**src/rtl/muldiv_unit_if.sv**
```systemverilog
// rtl/muldiv_unit_if.sv - request/result bundle between the pipeline and muldiv_unit
//
// Signals (master = pipeline, slave = muldiv_unit):
//   start     master->slave  request, sampled only while the unit is idle
//   FuncCode  master->slave  6-bit R-type function code
//   op_a      master->slave  rs operand (multiplicand / dividend / mthi-mtlo source)
//   op_b      master->slave  rt operand (multiplier / divisor)
//   abort     master->slave  cancel the in-flight operation
//   busy      slave->master  operation in progress
//   done      slave->master  one-cycle pulse when HI/LO are written
//   hi, lo    slave->master  architectural HI/LO registers
interface muldiv_unit_if #(
  parameter int WIDTH = 32
);
  logic             start;
  logic [5:0]       FuncCode;
  logic [WIDTH-1:0] op_a;
  logic [WIDTH-1:0] op_b;
  logic             abort;
  logic             busy;
  logic             done;
  logic [WIDTH-1:0] hi;
  logic [WIDTH-1:0] lo;

  modport master (
    output start, FuncCode, op_a, op_b, abort,
    input  busy, done, hi, lo
  );

  modport slave (
    input  start, FuncCode, op_a, op_b, abort,
    output busy, done, hi, lo
  );
endinterface

```
**src/rtl/muldiv_unit.sv**
```systemverilog
// rtl/muldiv_unit.sv - iterative multiply/divide unit holding MIPS HI/LO
//
// Executes mult, multu, div, divu, mthi, mtlo selected by the R-type function code.
// Ports:
//   clk    rising-edge clock
//   rst_n  asynchronous active-low reset
//   bus    muldiv_unit_if.slave: start/FuncCode/op_a/op_b/abort in, busy/done/hi/lo out
// Optional feature: define MULDIV_FAST_MULT_EN for a single-cycle multiplier
// (IDLE -> MUL -> IDLE); otherwise multiplication is shift-add over WIDTH cycles.
module muldiv_unit #(
  parameter int WIDTH = 32
) (
  input  logic          clk,
  input  logic          rst_n,
  muldiv_unit_if.slave  bus
);
  localparam int CW = $clog2(WIDTH);

  localparam logic [5:0] F_MULT  = 6'b011000;
  localparam logic [5:0] F_MULTU = 6'b011001;
  localparam logic [5:0] F_DIV   = 6'b011010;
  localparam logic [5:0] F_DIVU  = 6'b011011;
  localparam logic [5:0] F_MTHI  = 6'b010001;
  localparam logic [5:0] F_MTLO  = 6'b010011;

  typedef enum logic [1:0] {S_IDLE, S_MUL, S_DIV, S_FIX} state_t;
  state_t state, state_nxt;

  logic [WIDTH-1:0] mag_a, mag_b;   // operand magnitudes
  logic [WIDTH-1:0] quo;            // div: dividend in / quotient out; mul: low product half
  logic [WIDTH:0]   rem;            // div: partial remainder; mul: high product half
  logic [CW-1:0]    cnt;
  logic             neg_res, neg_rem, div_zero;
  logic [WIDTH-1:0] hi_q, lo_q;
  logic             done_q, busy_c;
`ifndef MULDIV_FAST_MULT_EN
  logic             op_mul;         // FIX must know which result format to write
  logic [WIDTH:0]   mul_sum;
`endif

  // Decode and operand conditioning
  logic             is_mul, is_div, is_signed, sign_a, sign_b, last;
  logic [WIDTH-1:0] cap_a, cap_b;
  logic [WIDTH+1:0] div_shift, div_diff;
  logic             div_ge;
  logic [2*WIDTH-1:0] prod, prod_fix;
  logic [WIDTH-1:0] quo_fix, rem_fix;

  always_comb begin
    is_mul    = (bus.FuncCode == F_MULT) || (bus.FuncCode == F_MULTU);
    is_div    = (bus.FuncCode == F_DIV)  || (bus.FuncCode == F_DIVU);
    is_signed = (bus.FuncCode == F_MULT) || (bus.FuncCode == F_DIV);
    sign_a    = is_signed & bus.op_a[WIDTH-1];
    sign_b    = is_signed & bus.op_b[WIDTH-1];
    cap_a     = sign_a ? -bus.op_a : bus.op_a;
    cap_b     = sign_b ? -bus.op_b : bus.op_b;
    last      = (cnt == '0);

    // Restoring step; the extra top bit of div_diff is the borrow/sign.
    div_shift = {rem, quo[WIDTH-1]};
    div_diff  = div_shift - {2'b00, mag_b};
    div_ge    = ~div_diff[WIDTH+1];

`ifdef MULDIV_FAST_MULT_EN
    prod      = {{WIDTH{1'b0}}, mag_a} * {{WIDTH{1'b0}}, mag_b};
`else
    mul_sum   = {1'b0, rem[WIDTH-1:0]} + (quo[0] ? {1'b0, mag_a} : '0);
    prod      = {rem[WIDTH-1:0], quo};
`endif
    prod_fix  = neg_res ? -prod : prod;
    quo_fix   = neg_res ? -quo : quo;
    // Remainder follows the dividend's sign (truncation toward zero).
    rem_fix   = neg_rem ? -rem[WIDTH-1:0] : rem[WIDTH-1:0];
  end

  // State register
  always_ff @(posedge clk or negedge rst_n) begin
    if (!rst_n) state <= S_IDLE;
    else        state <= state_nxt;
  end

  // Next-state logic; abort overrides everything, including a same-cycle start.
  always_comb begin
    state_nxt = state;
    if (bus.abort) begin
      state_nxt = S_IDLE;
    end else begin
      case (state)
        S_IDLE: begin
          if (bus.start && is_mul)      state_nxt = S_MUL;
          else if (bus.start && is_div) state_nxt = S_DIV;
        end
`ifdef MULDIV_FAST_MULT_EN
        S_MUL:   state_nxt = S_IDLE;
`else
        S_MUL:   if (last) state_nxt = S_FIX;
`endif
        S_DIV:   if (last) state_nxt = S_FIX;
        S_FIX:   state_nxt = S_IDLE;
        default: state_nxt = S_IDLE;
      endcase
    end
  end

  // Output logic
  always_comb begin
    busy_c = (state != S_IDLE);
  end

  assign bus.busy = busy_c;
  assign bus.done = done_q;
  assign bus.hi   = hi_q;
  assign bus.lo   = lo_q;

  // Datapath
  always_ff @(posedge clk or negedge rst_n) begin
    if (!rst_n) begin
      mag_a    <= '0;
      mag_b    <= '0;
      quo      <= '0;
      rem      <= '0;
      cnt      <= '0;
      neg_res  <= 1'b0;
      neg_rem  <= 1'b0;
      div_zero <= 1'b0;
      hi_q     <= '0;
      lo_q     <= '0;
      done_q   <= 1'b0;
`ifndef MULDIV_FAST_MULT_EN
      op_mul   <= 1'b0;
`endif
    end else begin
      done_q <= 1'b0;
      if (!bus.abort) begin
        case (state)
          S_IDLE: begin
            if (bus.start) begin
              if (bus.FuncCode == F_MTHI) begin
                hi_q   <= bus.op_a;
                done_q <= 1'b1;
              end else if (bus.FuncCode == F_MTLO) begin
                lo_q   <= bus.op_a;
                done_q <= 1'b1;
              end else if (is_mul || is_div) begin
                mag_a    <= cap_a;
                mag_b    <= cap_b;
                neg_res  <= sign_a ^ sign_b;
                neg_rem  <= sign_a;
                div_zero <= (bus.op_b == '0);
                cnt      <= CW'(WIDTH - 1);
                rem      <= '0;
                quo      <= is_mul ? cap_b : cap_a;
`ifndef MULDIV_FAST_MULT_EN
                op_mul   <= is_mul;
`endif
              end
            end
          end
          S_MUL: begin
`ifdef MULDIV_FAST_MULT_EN
            {hi_q, lo_q} <= prod_fix;
            done_q       <= 1'b1;
`else
            // Accumulator {rem, quo} shifts right; multiplier bits leave from quo[0].
            rem <= {1'b0, mul_sum[WIDTH:1]};
            quo <= {mul_sum[0], quo[WIDTH-1:1]};
            cnt <= cnt - CW'(1);
`endif
          end
          S_DIV: begin
            rem <= div_ge ? div_diff[WIDTH:0] : div_shift[WIDTH:0];
            quo <= {quo[WIDTH-2:0], div_ge};
            cnt <= cnt - CW'(1);
          end
          S_FIX: begin
`ifndef MULDIV_FAST_MULT_EN
            if (op_mul) begin
              {hi_q, lo_q} <= prod_fix;
            end else
`endif
            begin
              // Divide by zero leaves quotient all ones; the remainder path
              // already reconstructs op_a since nothing was ever subtracted.
              hi_q <= rem_fix;
              lo_q <= div_zero ? '1 : quo_fix;
            end
            done_q <= 1'b1;
          end
          default: ;
        endcase
      end
    end
  end
endmodule

```
**src/flat_wrapper.sv**
```systemverilog
// flat-port wrapper written by rule: the top's interface ports become plain ports
module muldiv_unit_flat 
#(
  parameter int WIDTH = 32
)
  (clk, rst_n, bus_start, bus_FuncCode, bus_op_a, bus_op_b, bus_abort, bus_busy, bus_done, bus_hi, bus_lo);
  muldiv_unit_if #(.WIDTH(WIDTH)) bus_i ();
  input  logic clk;
  input  logic rst_n;
  input wire logic [$bits(bus_i.start)-1:0] bus_start;
  input wire logic [$bits(bus_i.FuncCode)-1:0] bus_FuncCode;
  input wire logic [$bits(bus_i.op_a)-1:0] bus_op_a;
  input wire logic [$bits(bus_i.op_b)-1:0] bus_op_b;
  input wire logic [$bits(bus_i.abort)-1:0] bus_abort;
  output wire logic [$bits(bus_i.busy)-1:0] bus_busy;
  output wire logic [$bits(bus_i.done)-1:0] bus_done;
  output wire logic [$bits(bus_i.hi)-1:0] bus_hi;
  output wire logic [$bits(bus_i.lo)-1:0] bus_lo;
  assign bus_i.start = bus_start;
  assign bus_i.FuncCode = bus_FuncCode;
  assign bus_i.op_a = bus_op_a;
  assign bus_i.op_b = bus_op_b;
  assign bus_i.abort = bus_abort;
  assign bus_busy = bus_i.busy;
  assign bus_done = bus_i.done;
  assign bus_hi = bus_i.hi;
  assign bus_lo = bus_i.lo;
  muldiv_unit #(.WIDTH(WIDTH)) u_core (.clk(clk), .rst_n(rst_n), .bus(bus_i));
endmodule
```
**config.mk**
```make
export PLATFORM = sky130hd
export DESIGN_NAME = muldiv_unit_flat
export DESIGN_NICKNAME = d
export VERILOG_FILES = /design/src/rtl/muldiv_unit_if.sv /design/src/rtl/muldiv_unit.sv /design/src/flat_wrapper.sv
export SDC_FILE = /design/constraint.sdc
export NUM_CORES = 1
export LEC_CHECK = 0
export ABC_AREA = 1
export BUFFER_PORTS_ARGS = -buffer_cell sky130_fd_sc_hd__clkbuf_2
export CORE_MARGIN = 10
export CORE_UTILIZATION = 30
export DETAILED_ROUTE_END_ITERATION = 16
export GPL_TIMING_DRIVEN = 0
export PLACE_DENSITY = 0.48
export SLEW_MARGIN = 20
export SYNTH_ARGS = -nofsm -noshare
export SYNTH_HDL_FRONTEND = slang
export SYNTH_SLANG_ARGS = --single-unit
```
**constraint.sdc**
```tcl
create_clock -name clk -period 5.61 [get_ports clk]
set_input_delay 0.2805 -clock clk [delete_from_list [all_inputs] [get_ports clk]]
set_output_delay 0.2805 -clock clk [all_outputs]
set_load 0.02 [all_outputs]
```
==> metrics.md, run 1 <==
| Metric | Value |
|---|---|
| Area grow syn2layout | 13.9% |
| Port bufs | 139 |
| Delay-heaviest family, CP | buffers and inverters |
| Hold Fails Final Rpt | 0 |
| Nets | 3566 |
| Routed len/inst | 23.1 um |
| Cell with the biggest individual delay on the critical path | clkinv_1 |
| Largest family of logic cells by synthesized area | simple AND/OR/NAND/NOR gates |
| Final Critical Period | 3.25 ns |
| Die X | 277 um |
| Postcts setup bufs | 0 |
| Fillers | 7374 |
| Starting density of the core | 30.2% |
| Synth Flop Type | dfrtp_1 |
| Placed cells | 4247 |
| Seq/Total Area, Yosys | 25.8% |
| Remaining DRCs | 0 |
| FFs w/ async S/R, synth | 100% |
| Pleak | 11.8 nW |
| CTS tree | built |
| Gr ovfl total | 0 |
| CTS H-tree depth | 1 |
| Netlist Area Pre-Place | 19900 um2 |
| RSZ-0062 raised after global routing | false |
| Max VDD drop | 0.257 mV |
| Post-synth top area cell | dfrtp_1 |
| Root Driver | clkbuf_16 |
| Core area | 65700 um2 |
| Vias/cell | 5.30 |
| First-pass GRT wire length | 143 mm |
| Die H | 277 um |
| Post-synth net total | 3393 |
| Synth Area in Adders | 4.93% |
| Final Setup Violations | 0 |
| Worst setup EP type | flop |
| Crit-path max cell delay | 0.52 ns |
| Area contributors post-synth | dfrtp_1 (26%), nand2_1 (18%), nand3_1 (8.5%) |
| Crit path kind | reg2reg |
| F_max | 307 MHz |
| Buf/Inv on CP | 3 |
| DRT Wirelength | 99.1 mm |
| Slew headroom | 31.7% |
| Vias in the first global route | 21503 |
| Row cnt | 94 |
| Worst-Skew Late Latency | 0.60 ns |
| Non-Filler Instances | 4300 |
| Clock skew | 0.0445 ns |
| Drt pass-1 iters | 6 |
| Total GRT Usage | 24.5% |
| Finished Core Util | 34.4% |
| Clock-pin slew on the worst setup and hold paths | 0.06 ns |
| Final period util | 58.0% |
| Max Cap Violations | 0 |
| Initial antenna violation count | 1 |
| CP Data Arrival Time | 3.70 ns |
| 1st-iter DRT viols | 2473 |
| Layout cells sized above 1 | 9.40% |
| Distinct cell type count after synthesis | 55 |
| Largest net degree at the start of global routing | 73 |
| Pwr/cell area | 445 nW/um2 |
| Via count | 22775 |
| Synthesized netlist cell count | 3242 |
| Avg Cell Area, Syn | 6.13 um2 |
| Cts bufs inserted | 27 |
| IO Count | 140 |
| Synth top cells by count | nand2_1 (975), inv_1 (387), nor2_1 (383) |
| DP HPWL | 83.2 mm |
| Complex-gate fraction of the synthesized area | 14.4% |
| Clock Sink Count | 205 |
| Warnings from Yosys | 0 |
| Die Footprint | 76900 um2 |
| Most common cell in the netlist | nand2_1 |
| Top cell type's share of synthesized area | 25.8% |
| CP cell instances | ha_1 > clkinv_1 > o21ai_0 > nand2_1 > inv_2 > buf_1 > a31oi_1 |
| Flops & latches, synth | 205 |
| Hold slack | 0.0308 ns |
| Tightest Pin Transition | 1.02 ns |
| Hold WC Path Type | in2reg |
| Outcome | completed |
| Max Transition Viols Final | 0 |
| Crit-path max FO | 10 |
| Worst path required time | 6.06 ns |
| Synth Area in XOR/XNOR | 3.00% |
| Mux cell area share after synthesis | 0% |
| Bufs on Longest Clock Path | 3 |
| Post-Synth Simple-Gate Area | 40.7% |
| Number of diodes | 0 |
| Crit path launch type | flop |
| RePlAce Congestion | 0.989 |
| Antenna-violating nets left | 0 |
| EDFF count, synth | 0 |
[report_power, final]
part           leakage (nW)  internal, mW  switching [mW]
logic                  8.84          1.72            3.98
clock network         0.435         0.994           0.779
registers              2.52          2.07           0.534
total                  11.8          4.78            5.30
[routing by layer]
metal  up-vias  wire, um  track usage, %
met5         -         8               0
met4         2      4060            9.41
met3       153      5740            2.65
met2       902     45400            40.0
met1     10779     43900            32.7
li1      10939         -               -
[layout make-up]
type / count / area [um2] / share of cell area [%]
Multi-Input combinational cell: 2512 / 12500 / 55.4
Sequential cell: 205 / 5130 / 22.7
Inverter: 402 / 1510 / 6.67
Tap cell: 864 / 1080 / 4.78
Timing Repair Buffer: 144 / 790 / 3.49
Clock buffer: 35 / 746 / 3.30
Buffer: 123 / 699 / 3.09
Clock inverter: 15 / 135 / 0.597
[repair_timing]
| item | in CTS | in global routing |
|---|---|---|
| resized for setup | 0 | 0 |
| hold buffers | 3 | 0 |
| hold endpoints to repair | 65 | 0 |
[stage by stage]
| step | total power, mW | area [um2] | setup TNS [ns] | setup WS (ns) |
|---|---|---|---|---|
| 3_3_place_gp | 8.20 | 21600 | -44.75 | -0.249 |
| 3_5_place_dp | 8.20 | 21700 | 0 | 2.38 |
| 4_1_cts | 10.0 | 22600 | 0 | 2.41 |
| 6_report | 10.1 | 22600 | 0 | 2.36 |
| 2_1_floorplan | 6.12 | 19900 | 0 | 3.20 |
| 5_1_grt | 10.7 | 22600 | 0 | 2.03 |
[flip-flops by register name (all words and copies together), names as in the netlist, 2 cells and up]
register,count
u_core.mag_b,32
u_core.mag_a,32
u_core.quo,32
u_core.rem,33
u_core.state,2
u_core.bus.hi,32
u_core.cnt,5
u_core.bus.lo,32
[cells by family after synthesis]
group	Yosys count
flip-flops	205
AND/OR/NAND/NOR	1886
XOR/XNOR	68
adder cells (fa/ha/maj)	77
AO/OA/AOI/OAI	481
buffers and inverters	525
[worst min-delay path, cell delays in order]
cell and delay, ns:
clkbuf_2 0.10, nand2_1 0.09, a31oi_1 0.07
[cell usage in the layout, fill, tap and decap left out, types with 19 or more instances in the layout]
cell | netlist | routed
inv_1 | 387 | 387
nand2_1 | 975 | 975
dfrtp_1 | 205 | 205
buf_2 | 23 | 23
nor3_1 | 44 | 44
a21oi_1 | 130 | 130
clkbuf_16 | 0 | 27
o211ai_1 | 19 | 19
xor2_1 | 45 | 45
clkbuf_2 | 0 | 138
a221oi_1 | 24 | 24
a31oi_1 | 30 | 30
nand4_1 | 46 | 46
nand3_1 | 339 | 339
a22oi_1 | 25 | 25
nor2_1 | 383 | 383
xnor2_1 | 23 | 23
ha_1 | 75 | 75
o21ai_0 | 170 | 170
clkbuf_1 | 62 | 66
a2bb2oi_1 | 19 | 19
[path summary, 6_finish.rpt]
kind | endpoint | slack, ns | cells past startpoint | startpoint
setup / recovery | u_core.bus.hi[17]$_DFFE_PN0P_ | 2.36 | 7 | u_core.state[0]$_DFFE_PN0P_
hold / removal | u_core.mag_b[20]$_DFFE_PN0P_ | 0.03 | 3 | bus_op_b[20]
setup reg to reg | u_core.bus.hi[17]$_DFFE_PN0P_ | 2.36 | 7 | u_core.state[0]$_DFFE_PN0P_
hold reg to reg | u_core.mag_b[7]$_DFFE_PN0P_ | 0.49 | 2 | u_core.mag_b[7]$_DFFE_PN0P_
max in group asynchronous | u_core.mag_b[6]$_DFFE_PN0P_ | 4.17 | 4 | rst_n
min in group asynchronous | u_core.bus.lo[13]$_DFFE_PN0P_ | 0.23 | 2 | rst_n
Power figures use the tool's default switching activity.
==> run 2: changes to the inputs <==
- PLACE_DENSITY: 0.48 -> 0.5
- clock period: 5.61 -> 2.65 ns (I/O delays scaled with it)
==> metrics.md, run 2 (same netlist as run 1, synthesis figures left out) <==
| Metric | Value |
|---|---|
| DP HPWL | 82.5 mm (was 83.2 mm) |
| Largest net degree at the start of global routing | 73 (unchanged) |
| 1st-iter DRT viols | 2444 (was 2473) |
| Sequential power share | 25.1% (was 25.8%) |
| Non-Filler Instances | 4361 (was 4300) |
| Sw Pwr | 11.5 mW (was 5.30 mW) |
| Crit path kind | reg2reg (unchanged) |
| Outcome | completed (unchanged) |
| Starting density of the core | 30.2% (unchanged) |
| Die H | 277 um (unchanged) |
| Placed cells | 4247 (unchanged) |
| Clock skew | 0.0575 ns (was 0.0445 ns) |
| Largest Register | u_core.rem (unchanged) |
| Remaining DRCs | 0 (unchanged) |
| Pleak | 12.2 nW (was 11.8 nW) |
| RSZ-0062 raised after global routing | true (was false) |
| Final period util | 97.1% (was 58.0%) |
| Max Cap Violations | 0 (unchanged) |
| Cts bufs inserted | 26 (was 27) |
| Clock power frac | 16.5% (was 17.6%) |
| Core area | 65700 um2 (unchanged) |
| Crit path launch type | flop (unchanged) |
| RePlAce Congestion | 0.986 (was 0.989) |
| Root Driver | clkbuf_16 (unchanged) |
| Fillers | 7234 (was 7374) |
| Final Critical Period | 2.57 ns (was 3.25 ns) |
| Drt pass-1 iters | 8 (was 6) |
| Clock Sink Count | 205 (unchanged) |
| Gr ovfl total | 0 (unchanged) |
| Initial antenna violation count | 2 (was 1) |
| Tightest Pin Transition | 1.10 ns (was 1.02 ns) |
| DRT Wirelength | 100 mm (was 99.1 mm) |
| Crit-path max FO | 10 (unchanged) |
| Via count | 23163 (was 22775) |
| Worst path required time | 3.11 ns (was 6.06 ns) |
| Commonest cells after routing, fill and taps aside | nand2_1 (956), nor2_1 (369), inv_1 (365) (was nand2_1 (975), inv_1 (387), nor2_1 (383)) |
| Nets | 3629 (was 3566) |
| Routed len/inst | 22.9 um (was 23.1 um) |
| Placed cell area | 21700 um2 (unchanged) |
| Area grow syn2layout | 22.7% (was 13.9%) |
| CTS tree | built (unchanged) |
| Finished Core Util | 37.1% (was 34.4%) |
| Worst setup EP type | flop (unchanged) |
| Die Footprint | 76900 um2 (unchanged) |
| Largest register FFs | 33 (unchanged) |
| Pwr/cell area | 906 nW/um2 (was 445 nW/um2) |
| Vias in the first global route | 21969 (was 21503) |
| Comb pwr share | 58.5% (was 56.6%) |
| Max VDD drop | 0.550 mV (was 0.257 mV) |
| First-pass GRT wire length | 144 mm (was 143 mm) |
| IO Count | 140 (unchanged) |
| Final Setup Violations | 0 (unchanged) |
| Slew headroom | 26.2% (was 31.7%) |
| Total GRT Usage | 24.6% (was 24.5%) |
| Final instance area | 24400 um2 (was 22600 um2) |
| Hold slack | 0.0267 ns (was 0.0308 ns) |
| Layout cells sized above 1 | 16.7% (was 9.40%) |
| Clock-pin slew on the worst setup and hold paths | 0.06 ns (about the same) |
| Max Transition Viols Final | 0 (unchanged) |
| F_max | 389 MHz (was 307 MHz) |
| Antenna-violating nets left | 0 (unchanged) |
| Bufs on Longest Clock Path | 3 (unchanged) |
| CTS H-tree depth | 1 (unchanged) |
| Vias/cell | 5.31 (was 5.30) |
| Internal cell power | 10.6 mW (was 4.78 mW) |
| CP Data Arrival Time | 3.04 ns (was 3.70 ns) |
| Worst-Skew Late Latency | 0.60 ns (about the same) |
| Hold Fails Final Rpt | 0 (unchanged) |
| Row cnt | 94 (unchanged) |
| Most common cell after layout, fill and taps aside | nand2_1 (unchanged) |
| Port bufs | 139 (unchanged) |
| Switching share of power | 52.1% (was 52.6%) |
| Hold WC Path Type | in2reg (unchanged) |
| Die X | 277 um (unchanged) |
[run 2: cell count changes in the layout (fill, tap and decap cells not counted), sizes merged, moves of 2 or more]
| cell | change |
|---|---|
| clkinv | -2 |
| inv | -4 |
| buf | +36 |
| clkinvlp | +4 |
| dlygate4sd3 | +26 |
[run 2: final timing paths]
check | startpoint | endpoint | slack, ns | cells after the start
worst min-delay path | bus_op_a[14] | u_core.mag_a[14]$_DFFE_PN0P_ | 0.03 | 3
worst max register to register | u_core.state[1]$_DFFE_PN0P_ | u_core.bus.hi[19]$_DFFE_PN0P_ | 0.08 | 7
min in group asynchronous | rst_n | u_core.bus.lo[13]$_DFFE_PN0P_ | 0.08 | 2
worst max-delay path | u_core.state[1]$_DFFE_PN0P_ | u_core.bus.hi[19]$_DFFE_PN0P_ | 0.08 | 7
max in group asynchronous | rst_n | u_core.rem[14]$_DFFE_PN0P_ | 1.34 | 4
worst min register to register | u_core.bus.lo[1]$_DFFE_PN0P_ | u_core.bus.lo[1]$_DFFE_PN0P_ | 0.49 | 2
[run 2: layout make-up]
type,instances,area (um2),share of cell area [%]
well taps,864,1080,4.44
clock inverters,13,116,0.477
clock buffers,33,727,2.98
flip-flops and latches,205,5160,21.2
diodes,1,2.50,0.0103
repair buffers,208,1390,5.71
multi-input cells,2512,13600,55.8
inverters,402,1530,6.28
plain buffers,123,752,3.09
[run 2: worst max-delay path, stage by stage, from the launching register on]
cell	delay [ns]
dfrtp_1	0.38
ha_1	0.34
clkinvlp_4	0.36
o21ai_0	0.28
nand2_2	0.30
clkbuf_1	0.29
nor2_1	0.35
a21oi_1	0.13
[run 2: routing by layer]
| metal | GRT usage, % | share of wire, % | vias up |
|---|---|---|---|
| li1 | - | - | 11045 |
| met1 | 32.5 | 44 | 11023 |
| met2 | 39.5 | 45 | 887 |
| met3 | 2.64 | 6.0 | 204 |
| met4 | 11.5 | 5.2 | 4 |
| met5 | 0 | 0.021 | - |
[run 2: per-stage QoR]
stage | total power [mW] | TNS (ns) | setup slack, ns
after floorplan | 12.9 | 0 | 0.235
after global placement | 17.3 | -616.88 | -2.98
after detailed placement | 17.3 | -13.02 | -0.563
after CTS | 21.2 | -0.105 | -0.0458
after global routing | 23.5 | -0.282 | -0.0466
final | 22.1 | 0 | 0.0770
[run 2: timing repair]
action                     in CTS  in global routing
gates resized for setup        82                243
buffers inserted                5                 30
hold endpoints to repair       92                  0
hold buffers                   29                  0
cloned                          0                  3
setup endpoints to repair      74                113
pin swaps                       6                 27
[run 2: power by group through the flow]
stage	clock network (mW)	logic, mW	registers, mW
after floorplan	0	7.25	5.70
after global placement	0	11.8	5.52
after detailed placement	0	11.8	5.53
after CTS	3.67	12.0	5.49
after global routing	3.80	14.0	5.67
final	3.64	12.9	5.53
==> run 3: changes to the inputs <==
- ABC_AREA: 1 -> not set
==> metrics.md, run 3 <==
| Metric | Value |
|---|---|
| Outcome | finished, violations left (was completed) |
| Failing checks | hold timing, setup timing |
| Netlist Area Pre-Place | 16100 um2 (was 19900 um2) |
| Met3 wire length | 6.42 mm (was 6.04 mm) |
| CTS tree | built (unchanged) |
| Total GRT Usage | 23.0% (was 24.6%) |
| Final Critical Period | 3.29 ns (was 2.57 ns) |
| Max Transition Viols Final | 0 (unchanged) |
| Via count | 17568 (was 23163) |
| Clock-pin slew on the worst setup and hold paths | 0.07 ns (was 0.06 ns) |
| Largest net degree at the start of global routing | 83 (was 73) |
| Fillers | 5365 (was 7234) |
| Vias/cell | 5.85 (was 5.31) |
| Area grow syn2layout | 35.3% (was 22.7%) |
| 1st-iter DRT viols | 1828 (was 2444) |
| Die Footprint | 63300 um2 (was 76900 um2) |
| IO Count | 140 (unchanged) |
| Pleak | 9.15 nW (was 12.2 nW) |
| Finished Core Util | 41.2% (was 37.1%) |
| Pwr/cell area | 844 nW/um2 (was 906 nW/um2) |
| DP HPWL | 58.9 mm (was 82.5 mm) |
| Clock Sink Count | 205 (unchanged) |
| RSZ-0062 raised after global routing | true (unchanged) |
| Placed cell area | 18000 um2 (was 21700 um2) |
| Crit-path max cell delay | 0.41 ns (was 0.38 ns) |
| Layout cells sized above 1 | 27.5% (was 16.7%) |
| Placed cells | 2822 (was 4247) |
| Most common cell after layout, fill and taps aside | nand2_1 (unchanged) |
| Reg2reg start | u_core.mag_b[7]$_DFFE_PN0P_ (was u_core.state[1]$_DFFE_PN0P_) |
| Largest Register | u_core.rem (unchanged) |
| Commonest cells after routing, fill and taps aside | nand2_1 (247), dfrtp_1 (174), o21ai_0 (170) (was nand2_1 (956), nor2_1 (369), inv_1 (365)) |
| Tightest Pin Transition | 1.06 ns (was 1.10 ns) |
| Distinct cell type count after synthesis | 82 (was 55) |
| Area contributors post-synth | dfrtp_1 (32%), o21ai_0 (7.2%), nand2_1 (6.1%) (was dfrtp_1 (26%), nand2_1 (18%), nand3_1 (8.5%)) |
| Bufs on Longest Clock Path | 3 (unchanged) |
| EDFF count, synth | 0 (unchanged) |
| Worst hold path startpoint | bus_op_a[12] (was bus_op_a[14]) |
| Synthesized netlist cell count | 1995 (was 3242) |
| CP dominant cell by count | a221o_1 |
| Routed len/inst | 25.4 um (was 22.9 um) |
| Die H | 252 um (was 277 um) |
| DRT Wirelength | 76.3 mm (was 100 mm) |
| Largest register FFs | 33 (unchanged) |
| Synth Flop Type | dfrtp_1 (unchanged) |
| Worst-Skew Late Latency | 0.57 ns (was 0.60 ns) |
| Avg Cell Area, Syn | 8.07 um2 (was 6.13 um2) |
| Number of diodes | 0 (was 1) |
| Flops & latches, synth | 205 (unchanged) |
| Post-synth top area cell | dfrtp_1 (unchanged) |
| Max VDD drop | 0.579 mV (was 0.550 mV) |
| Remaining DRCs | 0 (unchanged) |
| Hold Fails Final Rpt | 1 (was 0) |
| Starting density of the core | 30.4% (was 30.2%) |
| Slew headroom | 29.0% (was 26.2%) |
| CP Data Arrival Time | 3.73 ns (was 3.04 ns) |
| Wl on met1 | 35.0 mm (was 43.6 mm) |
| Cell with the biggest individual delay on the critical path | dfrtp_1 (unchanged) |
| Worst path required time | 3.09 ns (was 3.11 ns) |
| Worst setup EP type | flop (unchanged) |
| Crit path kind | reg2reg (unchanged) |
| Initial antenna violation count | 5 (was 2) |
| Met2 WL | 32.7 mm (was 45.2 mm) |
| Buf/Inv on CP | 2 (unchanged) |
| Final instance area | 21800 um2 (was 24400 um2) |
| Non-Filler Instances | 3002 (was 4361) |
| Post-synth net total | 2146 (was 3393) |
| Final period util | 124% (was 97.1%) |
| Warnings from Yosys | 0 (unchanged) |
| Root Driver | clkbuf_16 (unchanged) |
| Antenna-violating nets left | 0 (unchanged) |
| Max layer used | met5 (unchanged) |
| Final Setup Violations | 70 (was 0) |
| Top cell type's share of synthesized area | 31.9% (was 25.8%) |
| Crit path launch type | flop (unchanged) |
| Seq/Total Area, Yosys | 31.9% (was 25.8%) |
| RePlAce Congestion | 0.947 (was 0.986) |
| F_max | 304 MHz (was 389 MHz) |
| CP cell instances | inv_2 > ha_4 > and2_4 > a221o_1 > a221o_1 > a21oi_4 > o311ai_4 > o2111a_2 > nor3_2 > buf_6 > mux2_4 > a221o_1 (was ha_1 > clkinvlp_4 > o21ai_0 > nand2_2 > clkbuf_1 > nor2_1 > a21oi_1) |
| Hold slack | -0.0241 ns (was 0.0267 ns) |
| CTS H-tree depth | 1 (unchanged) |
| Gr ovfl total | 0 (unchanged) |
| Delay-heaviest family, CP | compound AO/OA/AOI/OAI gates (was buffers and inverters) |
| Die X | 252 um (was 277 um) |
| Port bufs | 137 (was 139) |
| Core area | 52900 um2 (was 65700 um2) |
| Nets | 2447 (was 3629) |
| Setup WS post-layout | -0.638 ns (was 0.0770 ns) |
| Hold WC Path Type | in2reg (unchanged) |
| Drt pass-1 iters | 7 (was 8) |
| Clock skew | 0.0287 ns (was 0.0575 ns) |
| Synth top cells by count | nand2_1 (262), o21ai_0 (232), dfrtp_1 (205) (was nand2_1 (975), inv_1 (387), nor2_1 (383)) |
| Row cnt | 84 (was 94) |
| Critical Path Source | u_core.mag_b[7]$_DFFE_PN0P_ (was u_core.state[1]$_DFFE_PN0P_) |
| Crit-path max FO | 8 (was 10) |
| Vias in the first global route | 17113 (was 21969) |
| First-pass GRT wire length | 111 mm (was 144 mm) |
| Cts bufs inserted | 24 (was 26) |
| Most common cell in the netlist | nand2_1 (unchanged) |
| Max Cap Violations | 0 (unchanged) |
| FFs w/ async S/R, synth | 100% (unchanged) |
==> run 3: tightest hold or removal path, cell delays in order <==
cell and delay [ns]:
buf_6 0.11, o22ai_1 0.10, o21ai_0 0.16
==> run 3: worst paths after layout <==
check                                                 to  cells past startpoint  slack [ns]
setup / recovery              u_core.rem[21]$_DFFE_PN0P_                     12       -0.64
hold / removal             u_core.bus.lo[12]$_DFFE_PN0P_                      3       -0.02
setup reg to reg              u_core.rem[21]$_DFFE_PN0P_                     12       -0.64
hold reg to reg              u_core.mag_a[4]$_DFFE_PN0P_                      2        0.48
max in group asynchronous      u_core.rem[5]$_DFFE_PN0P_                      3        1.57
min in group asynchronous  u_core.bus.lo[26]$_DFFE_PN0P_                      2        0.14
==> run 3: cells by family after synthesis <==
group	after synthesis	share of synthesized area, %
adder cells (fa/ha/maj)	77	6.08
XOR/XNOR	167	9.14
AND/OR/NAND/NOR	634	18.9
AO/OA/AOI/OAI	680	26.8
flip-flops	205	31.9
multiplexers	44	2.76
buffers and inverters	188	4.47
==> run 3: per-layer routing <==
layer / vias to the layer above / GRT usage (%)
li1: 7888 / -
met1: 8799 / 32.9
met2: 765 / 34.6
met3: 114 / 4.79
met4: 2 / 5.52
met5: - / 0
==> run 3: per-stage QoR <==
step	setup slack (ns)	hold WS [ns]	power, mW	TNS [ns]
2_1_floorplan	-0.497	-0.163	10.0	-10.73
3_3_place_gp	-3.37	0.397	12.6	-753.22
3_5_place_dp	-1.41	0.190	12.7	-162.27
4_1_cts	-0.675	0.000575	17.2	-24.60
5_1_grt	-0.723	0.0173	19.4	-29.31
6_report	-0.638	-0.0241	18.4	-23.69
==> run 3: cell type report <==
cell class | count | area [um2] | area share (%)
Buffer | 111 | 558 | 2.56
Clock buffer | 36 | 666 | 3.06
Clock inverter | 8 | 85.1 | 0.391
Inverter | 67 | 267 | 1.22
Multi-Input combinational cell | 1602 | 12000 | 55.3
Sequential cell | 205 | 5170 | 23.7
Tap cell | 688 | 861 | 3.95
Timing Repair Buffer | 285 | 2130 | 9.77
==> run 3: repair_timing <==
action,in CTS,in global routing
endpoints found under the setup margin,180,121
hold buffers,21,2
resized for setup,237,217
pin swaps,72,102
endpoints found under the hold margin,86,2
cloned,1,2
setup buffers,77,43
==> run 3: report_power, final <==
part           total (mW)  switching (mW)  internal [mW]
Sequential           5.16            1.11           4.04
Clock                3.35            1.51           1.84
Combinational        9.86            5.76           4.10
